`config.mk`:
```
export PLATFORM = sky130hd
export DESIGN_NAME = depp_host
export DESIGN_NICKNAME = d
export VERILOG_FILES = /design/src/rtl/depp_host.sv
export SDC_FILE = /design/constraint.sdc
export NUM_CORES = 1
export LEC_CHECK = 0
export ABC_CLOCK_PERIOD_IN_PS = 2200
export CAP_MARGIN = 0
export CORE_MARGIN = 2
export CORE_UTILIZATION = 35
export CTS_CLUSTER_SIZE = 40
export DETAILED_ROUTE_END_ITERATION = 10
export DONT_BUFFER_PORTS = 1
export SYNTH_ARGS = -nofsm -noshare
export SYNTH_HDL_FRONTEND = slang
export SYNTH_SLANG_ARGS = --single-unit
export TNS_END_PERCENT = 20
```
`constraint.sdc`:
```
create_clock -name i_clk -period 2.2 [get_ports i_clk]
set_input_delay 0.44 -clock i_clk [delete_from_list [all_inputs] [get_ports i_clk]]
set_output_delay 0.44 -clock i_clk [all_outputs]
set_load 0.005 [all_outputs]
```
`src/rtl/depp_host.sv`:
```
// DEPP (EPP-style) bus initiator: turns single-byte commands into address-write,
// data-write and data-read cycles closed by the peripheral wait handshake.
module depp_host #(
    parameter int unsigned SETUP_CLKS   = 2,
    parameter int unsigned IDLE_CLKS    = 4,
    parameter int unsigned TIMEOUT_CLKS = 1023
) (
    input  logic       i_clk,
    input  logic       i_rst,
    input  logic       i_cmd_stb,
    input  logic       i_cmd_rd,
    input  logic       i_cmd_addr,
    input  logic [7:0] i_cmd_data,
    output logic       o_cmd_busy,
    output logic       o_rsp_stb,
    output logic       o_rsp_err,
    output logic [7:0] o_rsp_data,
    output logic       o_astb_n,
    output logic       o_dstb_n,
    output logic       o_write_n,
    output logic [7:0] o_depp,
    output logic       o_depp_oe,
    input  logic [7:0] i_depp,
    input  logic       i_wait
);

    localparam logic [2:0] ST_IDLE    = 3'd0;
    localparam logic [2:0] ST_SETUP   = 3'd1;
    localparam logic [2:0] ST_STROBE  = 3'd2;
    localparam logic [2:0] ST_RELEASE = 3'd3;
    localparam logic [2:0] ST_GAP     = 3'd4;

    localparam logic [9:0] SETUP_LOAD = 10'(SETUP_CLKS - 1);
    localparam logic [9:0] GAP_LAST   = 10'(IDLE_CLKS - 1);
    localparam logic [9:0] TO_LAST    = 10'(TIMEOUT_CLKS - 1);

    logic [2:0] state;
    logic [9:0] cnt;
    logic       wait_meta;
    logic       s_wait;
    logic [7:0] depp_meta;
    logic [7:0] s_depp;
    logic       cmd_rd;
    logic       cmd_addr;
    logic [7:0] rd_data;

    always_ff @(posedge i_clk) begin
        if (i_rst) begin
            wait_meta <= 1'b0;
            s_wait    <= 1'b0;
            depp_meta <= '0;
            s_depp    <= '0;
        end else begin
            wait_meta <= i_wait;
            s_wait    <= wait_meta;
            depp_meta <= i_depp;
            s_depp    <= depp_meta;
        end
    end

    always_ff @(posedge i_clk) begin
        if (i_rst) begin
            state      <= ST_IDLE;
            cnt        <= '0;
            cmd_rd     <= 1'b0;
            cmd_addr   <= 1'b0;
            rd_data    <= '0;
            o_cmd_busy <= 1'b0;
            o_rsp_stb  <= 1'b0;
            o_rsp_err  <= 1'b0;
            o_rsp_data <= '0;
            o_astb_n   <= 1'b1;
            o_dstb_n   <= 1'b1;
            o_write_n  <= 1'b1;
            o_depp     <= '0;
            o_depp_oe  <= 1'b0;
        end else begin
            o_rsp_stb <= 1'b0;
            case (state)
                ST_IDLE: begin
                    if (i_cmd_stb) begin
                        // A read addressed to the address register is issued as an address write.
                        cmd_rd     <= i_cmd_rd & ~i_cmd_addr;
                        cmd_addr   <= i_cmd_addr;
                        o_cmd_busy <= 1'b1;
                        if (i_cmd_rd & ~i_cmd_addr) begin
                            o_write_n <= 1'b1;
                            o_depp_oe <= 1'b0;
                        end else begin
                            o_write_n <= 1'b0;
                            o_depp    <= i_cmd_data;
                            o_depp_oe <= 1'b1;
                        end
                        cnt   <= SETUP_LOAD;
                        state <= ST_SETUP;
                    end
                end
                ST_SETUP: begin
                    if (cnt == '0) begin
                        if (cmd_addr) o_astb_n <= 1'b0;
                        else          o_dstb_n <= 1'b0;
                        cnt   <= '0;
                        state <= ST_STROBE;
                    end else begin
                        cnt <= cnt - 10'd1;
                    end
                end
                ST_STROBE: begin
                    if (s_wait) begin
                        if (cmd_rd) rd_data <= s_depp;
                        o_astb_n <= 1'b1;
                        o_dstb_n <= 1'b1;
                        cnt      <= '0;
                        state    <= ST_RELEASE;
                    end else if (cnt == TO_LAST) begin
                        // Strobe timeout reports on entry to GAP and frees the bus there too.
                        o_astb_n  <= 1'b1;
                        o_dstb_n  <= 1'b1;
                        o_write_n <= 1'b1;
                        o_depp_oe <= 1'b0;
                        o_rsp_stb <= 1'b1;
                        o_rsp_err <= 1'b1;
                        cnt       <= '0;
                        state     <= ST_GAP;
                    end else begin
                        cnt <= cnt + 10'd1;
                    end
                end
                ST_RELEASE: begin
                    if (!s_wait || cnt == TO_LAST) begin
                        o_write_n <= 1'b1;
                        o_depp_oe <= 1'b0;
                        o_rsp_stb <= 1'b1;
                        o_rsp_err <= s_wait;
                        if (!s_wait && cmd_rd) o_rsp_data <= rd_data;
                        cnt   <= '0;
                        state <= ST_GAP;
                    end else begin
                        cnt <= cnt + 10'd1;
                    end
                end
                ST_GAP: begin
                    if (cnt == GAP_LAST) begin
                        o_cmd_busy <= 1'b0;
                        state      <= ST_IDLE;
                    end else begin
                        cnt <= cnt + 10'd1;
                    end
                end
                default: state <= ST_IDLE;
            endcase
        end
    end

endmodule

```
# Word-level counts from Yosys, hierarchy flattened
# Cells that the tools add are included.
# word_totals
ff_bits	64
out_inout_bits	23
# classes
add_sub_neg	2
eq_ne	16
muxes	42
bitwise_logic	3
reduce_logical	21
# ops
operator	count
2-to-1 mux 10 bit	6
case mux 10 bit (5 select lines)	1
2-to-1 mux 1 bit	21
2-to-1 mux 3 bit	6
!= test 2 bit, second input constant	9
case mux 3 bit (5 select lines)	1
AND reduction 3 bit	5
AND reduction 4 bit	3
adder 10 x 1 -> 10 bit, second input constant	1
== test 10 bit, second input constant	1
== test 10 x 2 -> 1 bit, second input constant	1
zero test 10 bit	1
case mux 1 bit (2 select lines)	5
AND reduction 5 bit	2
subtractor 10 x 1 -> 10 bit, second input constant	1
== test 3 x 2 -> 1 bit, second input constant	2
case mux 1 bit (3 select lines)	2
nonzero test 2 bit	3
nonzero test 5 bit	1
== test 3 x 1 -> 1 bit, second input constant	1
== test 3 bit, second input constant	1
zero test 3 bit	1
!= test 3 bit, second input constant	1
nonzero test 3 bit	1
6 further kinds	7

# Depth between registers and ports, before layout
# Gate-level depths: netlist of the first run.
# logic_depth
ltp_word	5
mapped_depth	8
depth_no_buf	7

# Least setup slack after synthesis of the first run
# OpenSTA, ideal clock, no wires.
# synth_path
kind	register -> register
from	register cnt[0]
to	register cnt[0]
setup_time_ns	0.095
t_arrival_ns	1.905
slack_ns	0.199
stages_incl_launch_ff	8
n_path_buf	0
cell_sequence	dfxtp_1 -> inv_1 -> ha_1 -> nand4_1 -> nor3_1 -> o31ai_1 -> o21ai_1 -> a221oi_1
# synth_between
elab_chain_cells	4
word_cells_on_any_way	14
classes_between	add/sub: 2; eq/ne: 3; mux: 6; reduce/logical: 3
# synth_lines
element	line	source
start, declared	38	logic [9:0] cnt;
start signal, assigned	105	cnt <= cnt - 10'd1;
start signal, assigned	126	cnt <= cnt + 10'd1;
start signal, assigned	139	cnt <= cnt + 10'd1;
adder 10 x 1 -> 10 bit / == test 10 bit (equally long branches)	n/a	
2-to-1 mux 10 bit / logical OR 1 bit (equally long branches)	115, 130	
2-to-1 mux 10 bit, on equally long branches	109, 130	
case mux 10 bit (5 select lines)	79	case (state)
# Parallel ways exist; a longest one is shown, timed or not. The select of a mux whose other input is x is not followed.
# A chain may end at the register's enable or synchronous reset.

# Worst setup path after layout of the first run
# layout_path
from	register cnt[0]
to	register state[0]
# layout_between
elab_chain_cells	4
word_cells_on_any_way	9
classes_between	eq/ne: 6; reduce/logical: 3
# layout_lines
element	line	source
== test 10 bit	115, 130	
logical OR 1 bit	130	if (!s_wait || cnt == TO_LAST) begin
!= test 2 bit (no line)	n/a	
AND reduction 5 bit (no line) (*)	n/a	
end signal, assigned	114	state <= ST_RELEASE;
end signal, assigned	124	state <= ST_GAP;
end signal, assigned	137	state <= ST_GAP;
end, declared	37	logic [2:0] state;
# Mark *: on every way between the ends. The rest lies on a longest branch, timed or not.

==> metrics, run 1 <==
area of the die=0.00869 mm²; First DRT Iteration DRCs=roughly 110; number of top-level design ports=45; start-to-end type of the worst setup path=flip-flop to flip-flop; buffers inserted during post-CTS setup optimization=0; grt met3 use=0.0346; Period minus WS final=roughly 2 ns; post-placement cell area=between 0.002 and 0.003 mm²; wire length of the first global-routing pass=9550 µm; starting density of the core=0.360; global routing's busiest layer=met2; outcome=completed; Post-Syn Nets=approximately 330; fraction of final layout cells sized beyond drive strength 1=0.124; FFs w/ async S/R, synth=0; upper clock frequency limit=0.493 GHz; grt ovf=0; met2 usage=0.222; Startpoint Class=flip-flop; estimated wirelength of the detail-placed design=between 4000 and 5000 µm; normalized max-slew margin=0.562; pin count of the biggest net entering global routing=68; Clock H-tree levels=3; average wire per cell in the routed design=around 14 µm; Hold Violations, Final=0; cell-by-cell listing of the critical path=inv_2, ha_1, nand4_1, or3_4, a211o_1, or4_1, a21oi_1; # DRC=0; count of buffers from port buffering=0; met1 Use GR=0.176; Post-synth EDFFs=0; cts bufs inserted=9; hold path start=i_rst; maximum clock skew at final layout=0.0124 ns; Die H=between 90 and 100 µm; post-synthesis sequential area ratio=0.460; initial antenna violation count=0; cell at the slowest stage of the critical path=sky130_fd_sc_hd__or4_1; Max VDD drop=around 0.6 mV; Mean Syn Cell Area=9.25 µm²; count of state elements after synthesis=64; instance count of the mapped netlist=approximately 300; Max Buffers Root-to-Sink=2; top_reg_cell synth=sky130_fd_sc_hd__dfxtp_1; clock insertion delay at the later pin of the skew report=~0.35 ns; setup repair after global routing missed its margin=no; post-layout instance area=roughly 0.0032 mm²; final wirelength=approximately 6000 µm; post-detailed-route count of antenna-violating nets=0; vias in the first global route=about 2,000; Slew @ Worst Pin=~0.66 ns; Post-Synthesis Cell Area=between 0.002 and 0.003 mm²; clock tree root driver cell=sky130_fd_sc_hd__clkbuf_8; number of vias per cell=5.18; worst hold slack=approximately 0.16 ns; core area=0.00773 mm²; nets=between 300 and 400; WP data arrival=between 2 and 2.5 ns; total buffers and inverters traversed by the critical path=1; vias after detailed routing=about 2,200; number of sinks handled by clock tree synthesis=64; Setup Slack @ Placement=between 0.1 and 0.15 ns; LEAKAGE=1.37 nW; maximum net fanout on the critical path=8; final cycle utilization of the critical path=0.923; Synthesis Warnings=0; Final Setup Violations=0; final estimated routing congestion in global placement=between 0.8 and 0.9; endpoint class of the critical path=flip-flop; crit path setup slack, layout=about 0.17 ns; area grow syn2layout=15.1%; required time of the critical path=2.48 ns; Max stage delay on crit path=about 0.40 ns; Pwr per Cell Area=approximately 1300 mW/mm²; startpoint of the worst setup timing path=cnt[0]; horizontal die dimension=93.2 µm; worst min-delay path category=primary input to flip-flop; number of cell rows=32; clock edge transition at the registers on the reported setup and hold paths=approximately 0.070 ns; cell family with the largest share of critical-path delay=simple AND/OR/NAND/NOR gates; Detailed Routing Iterations Pass 1=4; CTS tree=yes; number of different library cells in the post-synthesis netlist=between 50 and 60; R2R Path Start=cnt[0]; Tot GR Track Use=0.143; antenna fix cells=0; final total negative setup slack=0 ns; number of pins exceeding their max-slew limit in the final report=0; maxcap violations=0
-- routing by layer --
| metal | vias to the layer above | share of wire |
|---|---|---|
| li1 | 1090 | - |
| met1 | 978 | 0.44 |
| met2 | 77 | 0.46 |
| met3 | 16 | 0.058 |
| met4 | 0 | 0.038 |
| met5 | - | 0 |
-- registers in the layout, summed over array words and instances (netlist names), 3 cells and up --
signal      flops
cnt            10
depp_meta       8
o_depp          8
o_rsp_data      8
rd_data         8
s_depp          8
state           3
-- layout by cell type (no fill, tap or decap), drive strengths merged, types with 2 or more instances in the layout --
cell type  count
a21o           2
xor2           5
o22ai          2
or3b           3
nor4           6
or4            2
a21oi         13
buf           18
o21ai         10
a32o           2
a41oi          2
dfxtp         64
nor3           7
clkinvlp       2
a211o          3
bufinv         3
nand2b         3
nand2         10
ha             3
nand4          6
or3            2
nor2b         20
mux2i         25
nor2          45
a211oi         5
nand3          4
inv           10
o31ai          3
nor3b          2
a22oi          2
clkbuf        10
a21boi         2
-- power breakdown --
group	switching (mW)	leakage (nW)	internal [mW]
logic	0.804	0.725	0.630
registers	0.166	0.523	1.31
clock network	0.486	0.119	0.787
total	1.46	1.37	2.73
-- final cells by class --
type	instances	area, µm²
tap	102	128
inverter	9	33.8
sequential	64	1280
clock buffer	10	138
multi-input combinational	208	1380
fill	738	4520
timing repair buffer	18	135
clock inverter	6	114
-- stage by stage --
stage                     total power [mW]  instances  utilization
final                                 4.18        417        0.415
after global routing                  4.42        417        0.415
after CTS                             4.20        417        0.414
after detailed placement              2.92        401        0.382
after global placement                2.91        401        0.382
after floorplan                       2.55        301            -
-- worst paths after layout --
path	endpoint	slack [ns]	depth (start not counted)
worst max-delay path	state[0]	0.17	7
worst min-delay path	o_depp[7]	0.16	1
worst max register to register	state[0]	0.17	7
worst min register to register	s_depp[6]	0.43	1
-- synth_stat cells (all sizes together), types with 2 or more instances --
library cell | n | area share
or3b | 3 | 0.0094
a21oi | 13 | 0.023
nand2 | 10 | 0.013
nor3b | 2 | 0.0054
inv | 9 | 0.012
o22ai | 2 | 0.0045
a211o | 3 | 0.0094
o21ai | 10 | 0.018
a22oi | 2 | 0.0054
nand3 | 4 | 0.0072
buf | 7 | 0.018
nand4 | 6 | 0.013
mux2i | 25 | 0.090
a21boi | 2 | 0.0054
xor2 | 5 | 0.016
or4 | 2 | 0.0054
a41oi | 2 | 0.012
nand2b | 3 | 0.0067
dfxtp | 64 | 0.46
o31ai | 3 | 0.0081
a32o | 2 | 0.0072
nor2b | 20 | 0.045
nor3 | 7 | 0.013
clkbuf | 13 | 0.018
a211oi | 5 | 0.013
nor2 | 45 | 0.061
ha | 3 | 0.013
nor4 | 6 | 0.019
a21o | 2 | 0.0054
or3 | 2 | 0.0045
-- kinds of logic after synthesis --
| family | synth area share |
|---|---|
| AND/OR/NAND/NOR | 0.216 |
| flip-flops | 0.460 |
| AO/OA/AOI/OAI | 0.151 |
| buffers and inverters | 0.0476 |
| multiplexers | 0.0898 |
| XOR/XNOR | 0.0189 |
| adder cells (fa/ha/maj) | 0.0171 |
-- worst register-to-register path, stage by stage (launching register included) --
cell	delay (ns)
sky130_fd_sc_hd__dfxtp_1	0.38
sky130_fd_sc_hd__inv_2	0.11
sky130_fd_sc_hd__ha_1	0.14
sky130_fd_sc_hd__nand4_1	0.11
sky130_fd_sc_hd__or3_4	0.38
sky130_fd_sc_hd__a211o_1	0.32
sky130_fd_sc_hd__or4_1	0.40
sky130_fd_sc_hd__a21oi_1	0.13
-- timing repair --
action                                  4_1_cts  5_1_grt
gates resized for setup                       0        2
hold endpoints to repair                      0        0
endpoints found under the setup margin        0        1
hold buffers                                  0        0
No activity file was read; power rests on OpenSTA's default activity.
==> inputs of run 2 (changes only) <==
--- a/config.mk
+++ b/config.mk
@@ -12,6 +12,7 @@
 export CTS_CLUSTER_SIZE = 40
 export DETAILED_ROUTE_END_ITERATION = 10
 export DONT_BUFFER_PORTS = 1
+export GPL_TIMING_DRIVEN = 0
 export SYNTH_ARGS = -nofsm -noshare
 export SYNTH_HDL_FRONTEND = slang
 export SYNTH_SLANG_ARGS = --single-unit
==> run 2 against run 1 <==
- cell count up 0.96%
- combinational power increased by 6%
- via count up 3.4%
- sequential share of layout area is 0.085 points lower
- core utilization rose by 0.21 points
- sequential cell count unchanged
- die area stayed put
- critical path depth grew 1
- largest power group is now combinational cells
==> metrics, run 2 (synthesis gave the netlist of run 1 again) <==
Reg with most FFs=cnt; Die H=~93 µm; number of hold buffers added after CTS=0; cts bufs inserted=9; switching power of the nets=about 1.5 mW; final wirelength=around 6400 µm; placed cell count=403; starting density of the core=0.360; final estimated routing congestion in global placement=between 0.9 and 1; upper clock frequency limit=0.478 GHz; Detailed Routing Iterations Pass 1=4; Period minus WS final=between 2 and 2.5 ns; final core area utilization=0.417; endpoint class of the critical path=flip-flop; Tot GR Track Use=0.165; number of top-level design ports=45; start-to-end type of the worst setup path=flip-flop to flip-flop; CTS tree=yes; Clock H-tree levels=3; antenna fix cells=0; commonest non-fill, non-tap cell in the layout=sky130_fd_sc_hd__dfxtp_1; most frequent cells in the layout=61 x sky130_fd_sc_hd__dfxtp_1, 44 x sky130_fd_sc_hd__nor2_1, 25 x sky130_fd_sc_hd__mux2i_1, 20 x sky130_fd_sc_hd__nor2b_1, 13 x sky130_fd_sc_hd__a21oi_1; number of vias per cell=5.31; Int Power=approximately 2.7 mW; vias in the first global route=2,231; outcome=completed; number of sinks handled by clock tree synthesis=64; Final Setup Violations=0; number of pins exceeding their max-slew limit in the final report=0; wire length of the first global-routing pass=between 10,000 and 15,000 µm; worst hold slack=~0.22 ns; Setup Slack @ Placement=-0.441 ns; share of total power in the clock network=0.301; Sw Share=0.363; fraction of final layout cells sized beyond drive strength 1=0.116; register share of total power=0.342; maxcap violations=0; pin count of the biggest net entering global routing=14; LEAKAGE=1.35 nW; vias after detailed routing=approximately 2,200; power share of the combinational group=0.357; count of buffers from port buffering=0; worst min-delay path category=primary input to flip-flop; clock tree root driver cell=sky130_fd_sc_hd__clkbuf_8; # DRC=0; Max VDD drop=~0.54 mV; clock edge transition at the registers on the reported setup and hold paths=0.08 ns; required time of the critical path=roughly 2.5 ns; area grow syn2layout=15.7%; horizontal die dimension=roughly 93 µm; maximum net fanout on the critical path=10; crit path setup slack, layout=around 0.11 ns; maximum clock skew at final layout=~0.0074 ns; initial antenna violation count=0; normalized max-slew margin=0.580; WP data arrival=about 2.4 ns; estimated wirelength of the detail-placed design=4430 µm; area of the die=~0.0087 mm²; average wire per cell in the routed design=roughly 15 µm; Slew @ Worst Pin=0.628 ns; number of cell rows=32; setup repair after global routing missed its margin=yes; nets=approximately 340; Hold Violations, Final=0; Startpoint Class=flip-flop; post-detailed-route count of antenna-violating nets=0; clock insertion delay at the later pin of the skew report=0.35 ns; final cycle utilization of the critical path=0.951; grt ovf=0; final total negative setup slack=0 ns; final non-filler cell total=between 400 and 500; Max Buffers Root-to-Sink=2; First DRT Iteration DRCs=between 100 and 150; number of flip-flops in the largest register=10; Pwr per Cell Area=~1300 mW/mm²; core area=~0.0077 mm²
## run 2: power by group through the flow
stage / clock [mW] / sequential [mW] / combinational, mW
6_report: 1.28 / 1.45 / 1.52
5_1_grt: 1.36 / 1.48 / 1.71
4_1_cts: 1.31 / 1.45 / 1.42
3_5_place_dp: 0 / 1.47 / 1.38
3_3_place_gp: 0 / 1.47 / 1.36
2_1_floorplan: 0 / 1.43 / 1.12
## run 2: cell type report
class,count,area (µm²)
Clock inverter,7,128
Fill cell,753,4510
Timing Repair Buffer,2,15.0
Buffer,20,103
Multi-Input combinational cell,208,1410
Sequential cell,64,1280
Tap cell,102,128
Inverter,9,33.8
Clock buffer,9,124
## run 2: repair_timing
action                     in CTS  in global routing
pin swaps                       0                  1
setup endpoints to repair       9                 14
buffers inserted                0                  2
gates resized for setup         4                  9
## run 2: stage by stage
step | power (mW) | instance area, µm²
after floorplan | 2.55 | 2790
after global placement | 2.83 | 2910
after detailed placement | 2.85 | 2910
after CTS | 4.17 | 3190
after global routing | 4.55 | 3220
final | 4.25 | 3220
## run 2: worst paths after layout
| check | cells past startpoint | start | to | slack [ns] |
|---|---|---|---|---|
| worst max-delay path | 8 | state[2] | cnt[1] | 0.11 |
| worst min-delay path | 1 | i_depp[6] | depp_meta[6] | 0.22 |
| worst max register to register | 8 | state[2] | cnt[1] | 0.11 |
| worst min register to register | 1 | depp_meta[5] | s_depp[5] | 0.44 |
## run 2: worst max-delay path, cell delays in order, from the launching register on
cell                       delay (ns)
sky130_fd_sc_hd__dfxtp_1         0.31
sky130_fd_sc_hd__buf_2           0.17
sky130_fd_sc_hd__or3b_1          0.35
sky130_fd_sc_hd__clkbuf_1        0.21
sky130_fd_sc_hd__a41oi_2         0.30
sky130_fd_sc_hd__clkbuf_4        0.28
sky130_fd_sc_hd__nor2_1          0.05
sky130_fd_sc_hd__a211o_1         0.22
sky130_fd_sc_hd__a21oi_1         0.12
## run 2: per-layer routing
metal | track usage | part of all wire | up-vias
li1 | - | - | 1096
met1 | 0.209 | 0.43 | 1047
met2 | 0.258 | 0.47 | 72
met3 | 0.0459 | 0.071 | 19
met4 | 0.0870 | 0.031 | 0
met5 | 0 | 0 | -
==> inputs of run 3 (changes only) <==
--- a/config.mk
+++ b/config.mk
@@ -8,7 +8,7 @@
 export ABC_CLOCK_PERIOD_IN_PS = 2200
 export CAP_MARGIN = 0
 export CORE_MARGIN = 2
-export CORE_UTILIZATION = 35
+export CORE_UTILIZATION = 25
 export CTS_CLUSTER_SIZE = 40
 export DETAILED_ROUTE_END_ITERATION = 10
 export DONT_BUFFER_PORTS = 1
==> run 3 against run 2 <==
- clock skew shrank 0.00059 ns
- sequential share of layout area is 0.41 points lower
- combinational power is 3% higher
- design area grew 1.1%
- highest routed layer unchanged
==> metrics, run 3 (synthesis gave the netlist of run 1 again) <==
most frequent cells in the layout=62 x sky130_fd_sc_hd__dfxtp_1, 44 x sky130_fd_sc_hd__nor2_1, 25 x sky130_fd_sc_hd__mux2i_1, 20 x sky130_fd_sc_hd__nor2b_1, 13 x sky130_fd_sc_hd__a21oi_1; vias in the first global route=about 2,200; commonest non-fill, non-tap cell in the layout=sky130_fd_sc_hd__dfxtp_1; Register-to-Register Setup Slack=about 0.12 ns; core area=around 0.011 mm²; worst min-delay path category=primary input to flip-flop; Final Setup Violations=0; Critical R2R Capture=cnt[2]; grt met3 use=0.0356; met2 usage=0.193; normalized max-slew margin=0.571; maximum net fanout on the critical path=8; cts bufs inserted=9; final total negative setup slack=0 ns; nets=roughly 340; outcome=completed; Max VDD drop=approximately 0.7 mV; clock edge transition at the registers on the reported setup and hold paths=roughly 0.08 ns; maximum clock skew at final layout=between 0.006 and 0.007 ns; setup repair after global routing missed its margin=yes; final wirelength=around 6800 µm; grt ovf=0; # DRC=0; register share of total power=0.349; clock insertion delay at the later pin of the skew report=between 0.3 and 0.4 ns; horizontal die dimension=between 100 and 150 µm; WP data arrival=2.31 ns; Startpoint Class=flip-flop; starting density of the core=0.257; number of pins exceeding their max-slew limit in the final report=0; cell-by-cell listing of the critical path=inv_2, ha_1, nand4_1, or3_4, a21boi_1, o21ai_0, a32o_1; final estimated routing congestion in global placement=0.872; Tot GR Track Use=0.119; number of flip-flops in the largest register=10; number of top-level design ports=between 40 and 50; share of total power in the clock network=0.276; number of hold buffers added after CTS=0; Sw Share=0.376; switching power of the nets=1.57 mW; R2R Path Start=cnt[0]; Max Buffers Root-to-Sink=2; cell family with the largest share of critical-path delay=compound AO/OA/AOI/OAI gates; initial antenna violation count=0; Int Power=2.60 mW; pin count of the biggest net entering global routing=14; LEAKAGE=1.35 nW; vias after detailed routing=~2,300; upper clock frequency limit=0.482 GHz; clock tree root driver cell=sky130_fd_sc_hd__clkbuf_8; fraction of final layout cells sized beyond drive strength 1=0.115; sequential cell area in the final layout=between 0.001 and 0.0015 mm²; Slew @ Worst Pin=~0.64 ns; number of sinks handled by clock tree synthesis=64; start-to-end type of the worst setup path=flip-flop to flip-flop; met1 Use GR=0.146; Hold Violations, Final=0; Hold Path Cell Cnt=1; post-layout instance area=0.00326 mm²; final cycle utilization of the critical path=0.943; Period minus WS final=approximately 2.1 ns; endpoint class of the critical path=flip-flop; Clock H-tree levels=3; post-placement cell area=about 0.0030 mm²; total buffers and inverters traversed by the critical path=1; CTS tree=yes; Reg with most FFs=cnt; area taken by multi-input logic gates=~0.0014 mm²; post-detailed-route count of antenna-violating nets=0; count of buffers from port buffering=0; estimated wirelength of the detail-placed design=approximately 4800 µm; maxcap violations=0; total power=around 4.2 mW; Max stage delay on crit path=~0.44 ns; First DRT Iteration DRCs=between 150 and 200; required time of the critical path=around 2.4 ns; average wire per cell in the routed design=14.7 µm; depth of the most critical reg-to-reg path=7; worst hold slack=roughly 0.22 ns; Worst Hold End=depp_meta[5]; cell at the slowest stage of the critical path=sky130_fd_sc_hd__a21boi_1; antenna fix cells=0; power share of the combinational group=0.375; wire length of the first global-routing pass=between 10,000 and 15,000 µm; Setup Slack @ Placement=-0.469 ns; number of fillers in the final layout=between 1,000 and 1,500; number of vias per cell=4.93; hold path start=i_depp[5]; Detailed Routing Iterations Pass 1=4; crit path setup slack, layout=around 0.12 ns; Die H=between 100 and 150 µm; area grow syn2layout=17.0%; number of cell rows=38; Pwr per Cell Area=around 1300 mW/mm²; global routing's busiest layer=met2; area of the die=between 0.01 and 0.015 mm²
## run 3: repair_timing
action,in CTS,in global routing
resized for setup,4,7
pin swaps,0,1
setup buffers,0,5
hold endpoints to repair,0,0
setup endpoints to repair,9,12
## run 3: area by class of cell
class	count	share of cell area
Multi-Input combinational cell	208	0.431
Sequential cell	64	0.395
Tap cell	140	0.0538
Clock buffer	9	0.0380
Clock inverter	7	0.0307
Buffer	19	0.0300
Timing Repair Buffer	5	0.0115
Inverter	9	0.0104
## run 3: how the worst max path moves through the flow
stage	start	slack (ns)	to	depth (start not counted)
6_report	cnt[0]	0.12	cnt[2]	7
5_1_grt	cnt[0]	-0.01	state[0]	7
2_1_floorplan	cnt[0]	0.20	cnt[0]	7
4_1_cts	cnt[0]	0.005	cnt[2]	7
3_3_place_gp	cnt[0]	-0.45	cnt[0]	7
3_5_place_dp	cnt[0]	-0.47	cnt[0]	7
## run 3: through the flow
stage                      util  std cells
after floorplan               -        301
after global placement    0.273        441
after detailed placement  0.273        441
after CTS                 0.296        457
after global routing      0.301        461
final                     0.301        461
## run 3: per-layer routing
metal / wire (µm) / share of wire
met2: 3240 / 0.48
met4: 117 / 0.017
met3: 430 / 0.063
met1: 3000 / 0.44
met5: 0 / 0
## run 3: power groups by stage
stage	combinational, mW	clock, mW	sequential, mW
final	1.56	1.15	1.46
after CTS	1.42	1.17	1.45
after detailed placement	1.39	0	1.48
after global placement	1.36	0	1.48
after floorplan	1.12	0	1.43
after global routing	1.71	1.23	1.48
